## src/rtl/freq_div_prog_multi.sv

```systemverilog
// Multi-channel runtime-programmable clock-enable divider.
// Each channel divides clk by its own divisor; new divisors take effect at a period boundary or while idle.
module freq_div_prog_multi #(
    parameter int N_CH        = 4,
    parameter int CNT_W       = 24,
    parameter int DEFAULT_DIV = 10000000,
    localparam int CH_W       = (N_CH > 1) ? $clog2(N_CH) : 1
) (
    input  logic             clk,
    input  logic             reset,
    input  logic [N_CH-1:0]  en,
    input  logic             sync,
    input  logic             load,
    input  logic [CH_W-1:0]  load_ch,
    input  logic [CNT_W-1:0] load_div,
    output logic [N_CH-1:0]  div_out,
    output logic [N_CH-1:0]  tick,
    output logic [N_CH-1:0]  pend
);

    logic [CNT_W-1:0] cnt [N_CH];
    logic [CNT_W-1:0] div [N_CH];
    logic [CNT_W-1:0] nxt [N_CH];
    logic [CNT_W:0]   half [N_CH];
    logic [N_CH-1:0]  wrap;
    logic [N_CH-1:0]  idle;
    logic [N_CH-1:0]  load_hit;
    logic [CNT_W-1:0] load_val;

    // Half period is computed one bit wider so the maximum divisor cannot overflow.
    always_comb begin
        load_val = (load_div < CNT_W'(2)) ? CNT_W'(2) : load_div;
        wrap     = '0;
        idle     = '0;
        load_hit = '0;
        for (int unsigned i = 0; i < N_CH; i++) begin
            half[i]     = ({1'b0, div[i]} + (CNT_W+1)'(1)) >> 1;
            wrap[i]     = (cnt[i] == div[i] - CNT_W'(1));
            idle[i]     = sync || !en[i];
            load_hit[i] = load && (32'(load_ch) == i);
        end
    end

    always_ff @(posedge clk) begin
        if (reset) begin
            for (int unsigned i = 0; i < N_CH; i++) begin
                cnt[i] <= '0;
                div[i] <= CNT_W'(DEFAULT_DIV);
                nxt[i] <= CNT_W'(DEFAULT_DIV);
            end
            pend    <= '0;
            div_out <= '0;
            tick    <= '0;
        end else begin
            for (int unsigned i = 0; i < N_CH; i++) begin
                if (idle[i]) begin
                    cnt[i]     <= '0;
                    div_out[i] <= 1'b0;
                    tick[i]    <= 1'b0;
                end else begin
                    div_out[i] <= ({1'b0, cnt[i]} < half[i]);
                    tick[i]    <= (cnt[i] == '0);
                    cnt[i]     <= wrap[i] ? '0 : cnt[i] + CNT_W'(1);
                end
                if (pend[i] && (idle[i] || wrap[i])) begin
                    div[i]  <= nxt[i];
                    pend[i] <= 1'b0;
                end
                // A load landing on the apply cycle re-arms pend so it is never lost.
                if (load_hit[i]) begin
                    nxt[i]  <= load_val;
                    pend[i] <= 1'b1;
                end
            end
        end
    end

endmodule

```

## config.mk

```make
export PLATFORM = sky130hd
export DESIGN_NAME = freq_div_prog_multi
export DESIGN_NICKNAME = d
export VERILOG_FILES = /design/src/rtl/freq_div_prog_multi.sv
export SDC_FILE = /design/constraint.sdc
export NUM_CORES = 1
export LEC_CHECK = 0
export ABC_AREA = 0
export BUFFER_PORTS_ARGS = -buffer_cell sky130_fd_sc_hd__buf_2
export CELL_PAD_IN_SITES_DETAIL_PLACEMENT = 0
export CELL_PAD_IN_SITES_GLOBAL_PLACEMENT = 1
export CORE_ASPECT_RATIO = 2
export CORE_MARGIN = 10
export CORE_UTILIZATION = 46
export DETAILED_ROUTE_END_ITERATION = 6
export MAX_ROUTING_LAYER = met4
export PLACE_DENSITY_LB_ADDON = 0.1
export REMOVE_ABC_BUFFERS = 1
export SYNTH_ARGS = -nofsm -noshare
export SYNTH_HDL_FRONTEND = slang
export SYNTH_SLANG_ARGS = --single-unit
```

## constraint.sdc

```tcl
create_clock -name clk -period 4.6 [get_ports clk]
set_clock_uncertainty 0.05 [all_clocks]
set_input_delay 0.23 -clock clk [delete_from_list [all_inputs] [get_ports clk]]
set_output_delay 0.23 -clock clk [all_outputs]
set_load 0.02 [all_outputs]
```

Word level (Yosys, flattened, before mapping)
Memories as Yosys holds them, arrays and structs flattened.
Index checks and enable logic that the tools add are counted.
{"block": "word_totals", "n_memories": 3, "word_cells": 167, "reg_bits": 12, "ram_bits": 288, "out_inout_bits": 12}
{"name": "cnt", "words": 4, "width": 24, "rd": 4, "rd_ports_with_merged_regs": 0, "wr": 4, "line": "21", "source": "logic [CNT_W-1:0] cnt [N_CH];"}
{"name": "div", "words": 4, "width": 24, "rd": 4, "rd_ports_with_merged_regs": 0, "wr": 4, "line": "22", "source": "logic [CNT_W-1:0] div [N_CH];"}
{"name": "nxt", "words": 4, "width": 24, "rd": 4, "rd_ports_with_merged_regs": 0, "wr": 4, "line": "23", "source": "logic [CNT_W-1:0] nxt [N_CH];"}
{"block": "op_classes", "order_cmp": 5, "bitwise_logic": 16, "addsub": 12, "n_reduce_logical": 33, "eq_ne": 7, "muxes": 79}
{"cell": "$mux 24", "n": 21}
{"cell": "$add 24x1->25 const B", "n": 4}
{"cell": "$add 24x1->24 const B", "n": 4}
{"cell": "$eq 24x24->1", "n": 4}
{"cell": "$logic_not 24->1", "n": 4}
{"cell": "$lt 24x24->1", "n": 4}
{"cell": "$sub 24x1->24 const B", "n": 4}
{"cell": "$mux 1", "n": 58}
{"cell": "$lt 24x2->1 const B", "n": 1}
{"cell": "$or 1x1->1", "n": 16}
{"cell": "$logic_and 1x1->1", "n": 8}
{"cell": "$logic_or 1x1->1", "n": 8}
{"cell": "$reduce_bool 2->1", "n": 4}
{"cell": "$reduce_or 2->1", "n": 4}
{"cell": "$eq 2x2->1 const B", "n": 2}
{"cell": "$logic_not 1->1", "n": 4}
{"cell": "$eq 2x1->1 const B", "n": 1}
{"cell": "$logic_not 2->1", "n": 1}

Longest topological paths before layout
Gate-level depths: netlist of the first run.
An unclocked memory read counts as a cell.
{"block": "depth", "ltp_word": 9, "mapped_depth": 15, "ltp_nobuf": 14}

Worst setup path after synthesis of the first run
Ideal clock, no wire load.
{"block": "synth_timing", "path_kind": "register to register", "from": "memory div[1][5]", "to": "memory div[1][0] (enable)", "path_stages_with_launch": 11, "path_buffers": 3, "slack_ns": -0.543, "t_arrival_ns": 4.651, "synth_period_minus_slack_ns": 5.143, "path_cell_list": "edfxtp_1 buf_2 or3_1 clkbuf_1 or4_1 or3_1 a221o_1 nor4_2 nand2_2 buf_2 o31ai_1"}
{"element": "start: declaration", "line": "22"}

==> results of run 1 <==
critical path, delay by kind of cell, from the launching register on:
| kind | cells | cell delay [ns] |
|---|---|---|
| flip-flops | 1 | 0.57 |
| AND/OR/NAND/NOR | 3 | 1.54 |
| buffers and inverters | 1 | 0.30 |
| AO/OA/AOI/OAI | 4 | 1.21 |
registers in the layout, indices dropped and copies added (netlist names):
signal and count:
cnt 96, div 96, nxt 96, div_out 4, pend 4, tick 4
cell type report:
cell class | count | area share
antenna | 4 | 0.000437
clock buffer | 31 | 0.0320
clock inverter | 20 | 0.0101
inverter | 36 | 0.00590
multi-input combinational | 1745 | 0.512
sequential | 300 | 0.388
tap | 560 | 0.0306
timing repair buffer | 78 | 0.0207
cells in the final DEF (no fill, tap or decap), types with 6 or more instances in the layout:
cell type  synthesis  routed
buf_4              0      33
or4_1             27      27
a41o_1            16      16
or2_2             12      12
nor4b_1           14      14
nor3_1            98      98
o31ai_1           19      18
nand4_1           66      66
buf_2             23      45
or3_1             43      43
nand3_1           82      82
dfxtp_1           12      12
and2_1            54      54
inv_1             36      36
a31oi_1           29      29
o22a_1             9       9
a21oi_1           45      44
xnor2_1          124     124
nand4b_1           7       7
nor2_1           143     143
nor4_1            56      56
clkinv_2           0       6
conb_1             1      96
o21ai_0           40      40
nand2_1          139     139
a211oi_1          29      29
xor2_1           157     157
clkbuf_16          0      29
a21o_1            37      37
o211a_1           21      21
edfxtp_1         288     288
nor2b_1           24      23
ha_1             108     108
and3_1            74      74
nor3b_1           20      20
and4_1            19      19
nand2b_1          43      43
o211ai_1          11      11
report_power, final:
part | internal (W) | leakage, nW | switching (W)
logic | 0.000267 | 4.94 | 0.000405
clock network | 0.00138 | 0.463 | 0.00110
registers | 0.00315 | 2.92 | 0.000206
total | 0.00480 | 8.32 | 0.00171
cells in the mapped netlist (all sizes together) (6+ instances only):
library cell	instances
a2111oi	6
a211oi	29
a21o	37
a21oi	45
a31oi	29
a41o	16
and2	56
and3	74
and4	19
buf	31
clkbuf	128
dfxtp	12
edfxtp	288
ha	108
inv	36
nand2	140
nand2b	43
nand3	82
nand4	66
nand4b	7
nor2	143
nor2b	24
nor3	99
nor3b	20
nor4	57
nor4b	14
o211a	21
o211ai	11
o21ai	41
o22a	9
o31ai	19
o32ai	6
or2	12
or3	43
or4	27
xnor2	124
xor2	157
worst paths after layout:
path / to / slack (ns) / from / depth (start not counted)
max: div[2][15]$_SDFFCE_PN1P_ / 0.61 / div[2][8]$_SDFFCE_PN0P_ / 8
min: nxt[0][20]$_SDFFCE_PN1P_ / 0.04 / load_div[20] / 2
max reg2reg: div[2][15]$_SDFFCE_PN1P_ / 0.61 / div[2][8]$_SDFFCE_PN0P_ / 8
min reg2reg: div[2][10]$_SDFFCE_PN1P_ / 0.46 / nxt[2][10]$_SDFFCE_PN1P_ / 1
cell families (layout without fill, tap and decap cells):
kind of cell	Yosys count	after routing
buffers and inverters	195	165
other	1	100
AND/OR/NAND/NOR	944	944
XOR/XNOR	281	281
multiplexers	5	5
flip-flops	300	300
adder cells (fa/ha/maj)	108	108
AO/OA/AOI/OAI	311	311
metrics by stage:
stage,hold WS (ns),power (W),TNS [ns]
finish,0.0379,0.00650,0
global route,0.00136,0.00675,0
CTS,0.00906,0.00656,0
detailed placement,0.440,0.00407,0
global placement,0.439,0.00406,0
floorplan,0.346,0.00379,-66.07
routing by layer:
| layer | up-vias | wire [µm] | GRT usage |
|---|---|---|---|
| met5 | - | 0 | - |
| met4 | 0 | 2860 | 0.0972 |
| met3 | 148 | 2230 | 0.0269 |
| met2 | 373 | 31700 | 0.400 |
| met1 | 7992 | 21900 | 0.226 |
| li1 | 7958 | - | - |
==> flow_summary.json, run 1 <==
{
  "status": "finished clean",
  "drt_iter0_markers": 1065,
  "synth_top_family_by_area": "simple AND/OR/NAND/NOR gates",
  "seq_area_mm2": 0.00889,
  "drive_above_1_share": 0.0738,
  "wl_per_cell_um": 21.1,
  "yosysWarnings": 0,
  "cellPowerDensity_mw_per_mm2": 284,
  "period_minus_slack_ns": 3.99,
  "cpPeakStageDelay_ns": 0.77,
  "leakage_nw": 8.32,
  "synthTopCellsByArea": "edfxtp_1, xor2_1, ha_1, xnor2_1, nor2_1",
  "synth_largest_area_cell": "edfxtp_1",
  "vias": 16500,
  "rsz0062_at_grt": "no",
  "cts_buffer_depth": 3,
  "synth.top_cell.area_share": 0.412,
  "fmax_ghz": 0.250,
  "grt_max_degree": 36,
  "grt_pass1_wl_um": 92600,
  "ys_seq_area_frac": 0.423,
  "relSlewSlack": 0.181,
  "multi_input_area_mm2": 0.0117,
  "drc": 0,
  "io_pins": 46,
  "die_width_um": 171,
  "die_y_um": 322,
  "cpMaxStageDelayCell": "nor4_1",
  "postCtsSetupRepairBufs": 0,
  "synthXorXnorAreaFrac": 0.117,
  "start_util": 0.465,
  "place.gp.congestion": 0.938,
  "cts_inserted_buffers": 29,
  "dp_cells": 2719,
  "hold_class": "in -> reg",
  "start_kind": "register",
  "place_ws_ns": 0.658,
  "cts-resized-gates": 0,
  "first_pass_iters": 7,
  "crit_fanout": 25,
  "worstSetupPathType": "reg -> reg",
  "grt_pass1_vias": 16500,
  "cts_root_buf": "clkbuf_16",
  "yosys.area_share.adder": 0.0644,
  "yosys.area_share.simple": 0.247,
  "synth_compound_area_frac": 0.108,
  "fin_util": 0.507,
  "setup_viol": 0,
  "htreeDepth": 1,
  "finalHoldViolCount": 0,
  "synth_edf_count": 288,
  "clkTransAtPathRegs_ns": 0.07,
  "synth-seq-cells": 300,
  "wl_um": 58600,
  "postSynthCellCount": 2145,
  "cap_violations": 0,
  "worstMarginPinSlew_ns": 1.23,
  "antenna_found_initial": 5,
  "cts_hold_buf": 0,
  "critPathArrivalTime_ns": 4.20,
  "portBuffers": 45,
  "placed_area_mm2": 0.0219,
  "async_flop_share": 0,
  "cts_tree": "yes",
  "area_delta_synth_final_pct": 9.08,
  "ant_nets": 0,
  "finalCritPeriodShare": 0.868,
  "dieArea_mm2": 0.0551,
  "syn_area_mm2": 0.0210,
  "required_ns": 4.80,
  "filler_cell_count": 4281,
  "ys_types": 72,
  "grt.overflow.total": 0,
  "timing.final.ws_setup_ns": 0.607,
  "core_area_mm2": 0.0451,
  "end_kind": "register",
  "avgSynthCellArea_um2": 9.79,
  "cts_sinks": 300,
  "fin_cells": 2774,
  "yosys_most_used_dff": "edfxtp_1",
  "timing.critical_path.cells": "nor4_1, nand4_1, a2111oi_0, o22ai_1, or4_1, o21ba_2, o21bai_2, buf_4",
  "clock_latency_ns": 0.58,
  "ir_drop_uv": 319,
  "finalMaxSlewViolations": 0,
  "track_usage": 0.218,
  "postLayoutCellArea_mm2": 0.0229,
  "nets": 2332,
  "hpwlAfterDp_um": 44200,
  "rows": 110,
  "synth_mux_area_frac": 0.00238,
  "vias_per_cell": 5.94
}
Note: power is estimated with default switching activity, not from simulation.
==> run 2: changes to the inputs <==
--- a/config.mk
+++ b/config.mk
@@ -7,11 +7,11 @@
 export LEC_CHECK = 0
 export ABC_AREA = 0
 export BUFFER_PORTS_ARGS = -buffer_cell sky130_fd_sc_hd__buf_2
-export CELL_PAD_IN_SITES_DETAIL_PLACEMENT = 0
-export CELL_PAD_IN_SITES_GLOBAL_PLACEMENT = 1
+export CELL_PAD_IN_SITES_DETAIL_PLACEMENT = 1
+export CELL_PAD_IN_SITES_GLOBAL_PLACEMENT = 2
 export CORE_ASPECT_RATIO = 2
 export CORE_MARGIN = 10
-export CORE_UTILIZATION = 46
+export CORE_UTILIZATION = 38
 export DETAILED_ROUTE_END_ITERATION = 6
 export MAX_ROUTING_LAYER = met4
 export PLACE_DENSITY_LB_ADDON = 0.1
==> run 2 against run 1 <==
Die area rose by 19%. Register-to-register slack got worse by 0.13 ns. Critical path depth rose by 4. Clock-buffer cell count rose by 3. Final cell count rose by 6.7%. Global-route usage fell by 1.2 points. Combinational power rose by 3.6%. Sequential power barely moved. Worst hold slack got worse by 0.016 ns. Power rose by 5.3%.
==> flow_summary.json, run 2 (synthesis results as in run 1) <==
{
  "clkTransAtPathRegs_ns": 0.08,
  "cts_buffer_depth": 3,
  "vias_per_cell": 5.66,
  "fmax_ghz": 0.243,
  "cts_inserted_buffers": 30,
  "dieArea_mm2": 0.0656,
  "layout_common_cells": "edfxtp_1, xor2_1, nor2_1",
  "nets": 2338,
  "clock_latency_ns": 0.61,
  "rows": 121,
  "cpMostUsedCell": "buf_4",
  "dp_cells": 2898,
  "finalHoldViolCount": 0,
  "worstMarginPinSlew_ns": 1.27,
  "top_regs": "cnt (96), div (96), nxt (96)",
  "wl_per_cell_um": 22.3,
  "relSlewSlack": 0.151,
  "start_util": 0.384,
  "grt_max_degree": 36,
  "grt_pass1_vias": 18200,
  "antenna_found_initial": 5,
  "timing.final.ws_setup_ns": 0.477,
  "met1_usage": 0.205,
  "portBuffers": 45,
  "cpPeakStageDelay_ns": 0.66,
  "fin_total_pwr_w": 0.00685,
  "fin_util": 0.426,
  "rsz0062_at_grt": "no",
  "vias": 16800,
  "worstSetupPathType": "reg -> reg",
  "start_kind": "register",
  "status": "finished clean",
  "crit_fanout": 25,
  "finalCritPeriodShare": 0.896,
  "hpwlAfterDp_um": 50900,
  "htreeDepth": 1,
  "required_ns": 4.86,
  "place.gp.congestion": 0.881,
  "setup_viol": 0,
  "hold_depth": 2,
  "wl_um": 66200,
  "cts_tree": "yes",
  "cap_violations": 0,
  "final_common_cell": "edfxtp_1",
  "io_pins": 46,
  "gr-usage-met2": 0.390,
  "fin_cells": 2961,
  "critPathArrivalTime_ns": 4.38,
  "whs_ns": 0.0215,
  "ant_nets": 0,
  "leakage_nw": 8.41,
  "postCtsSetupRepairBufs": 0,
  "track_usage": 0.207,
  "area_delta_synth_final_pct": 11.0,
  "core_area_mm2": 0.0547,
  "end_kind": "register",
  "cpMaxStageDelayCell": "a2111oi_0",
  "drc": 0,
  "drive_above_1_share": 0.0744,
  "grt.overflow.total": 0,
  "cellPowerDensity_mw_per_mm2": 294,
  "drt_iter0_markers": 658,
  "grt_use_met3": 0.0196,
  "grt_pass1_wl_um": 103000,
  "cts_hold_buf": 4,
  "cts-resized-gates": 0,
  "timing.critical_path.cells": "inv_1, ha_1, nor3b_1, buf_4, nand4_1, a2111oi_0, buf_4, o22ai_1, or4_1, o21ba_2, o21bai_2, buf_12",
  "period_minus_slack_ns": 4.12,
  "die_width_um": 186,
  "first_pass_iters": 4,
  "ir_drop_uv": 435,
  "cts_sinks": 300,
  "place_ws_ns": 0.568,
  "grt.busiest_layer": "met2",
  "reg2regPathDepth": 12,
  "finalMaxSlewViolations": 0,
  "hold_class": "in -> reg",
  "die_y_um": 352,
  "cts_root_buf": "clkbuf_16"
}
## run 2: cell count changes in the layout (fill, tap and decap cells not counted)
cell           change
dlygate4sd3_1      +4
bufinv_16          +3
clkinv_2           -3
clkbuf_16          +2
a21oi_1            +1
a21oi_2            -1
buf_12             +1
clkbuf_1           +1
clkinv_1           +1
clkinv_8           -1
inv_6              +1
## run 2: report_power, final
| part | switching, W | leakage, nW | internal, W |
|---|---|---|---|
| Clock | 0.00117 | 0.519 | 0.00163 |
| Combinational | 0.000424 | 4.97 | 0.000272 |
| Sequential | 0.000215 | 2.92 | 0.00315 |
| Total | 0.00181 | 8.41 | 0.00504 |
## run 2: cell type report
type                            instances  area (µm²)
Sequential cell                       300        8890
Clock inverter                         21         302
Timing Repair Buffer                   83         533
Multi-Input combinational cell       1745       11700
Inverter                               36         135
Clock buffer                           34         787
Antenna cell                            4        10.0
Fill cell                            6222       31300
Tap cell                              738         923
## run 2: metrics by stage
step           cell area (µm²)  setup TNS (ns)
5_1_grt                  23300               0
2_1_floorplan            20700          -66.07
6_report                 23300               0
4_1_cts                  23300               0
3_3_place_gp             22200               0
3_5_place_dp             22200               0
## run 2: worst paths after layout
kind | from | to | slack (ns)
worst max-delay path | div[2][0]$_SDFFCE_PN0P_ | div[2][7]$_SDFFCE_PN1P_ | 0.48
worst min-delay path | load_div[6] | nxt[3][6]$_SDFFCE_PN0P_ | 0.02
worst max register to register | div[2][0]$_SDFFCE_PN0P_ | div[2][7]$_SDFFCE_PN1P_ | 0.48
worst min register to register | nxt[2][20]$_SDFFCE_PN1P_ | div[2][20]$_SDFFCE_PN1P_ | 0.46
## run 2: critical path: cells and delay by family, from the launching register on
family	cells	cell delay [ns]
AOI/OAI and AO/OA	4	1.33
and+or+nand+nor	3	0.99
buffers and inverters	4	0.71
DFF	1	0.51
adders and majority gates	1	0.22
## run 2: layer usage
layer,up-vias,wire length (µm)
met5,-,0
met4,0,3240
met3,137,1540
met2,216,37100
met1,8452,24200
li1,7963,-
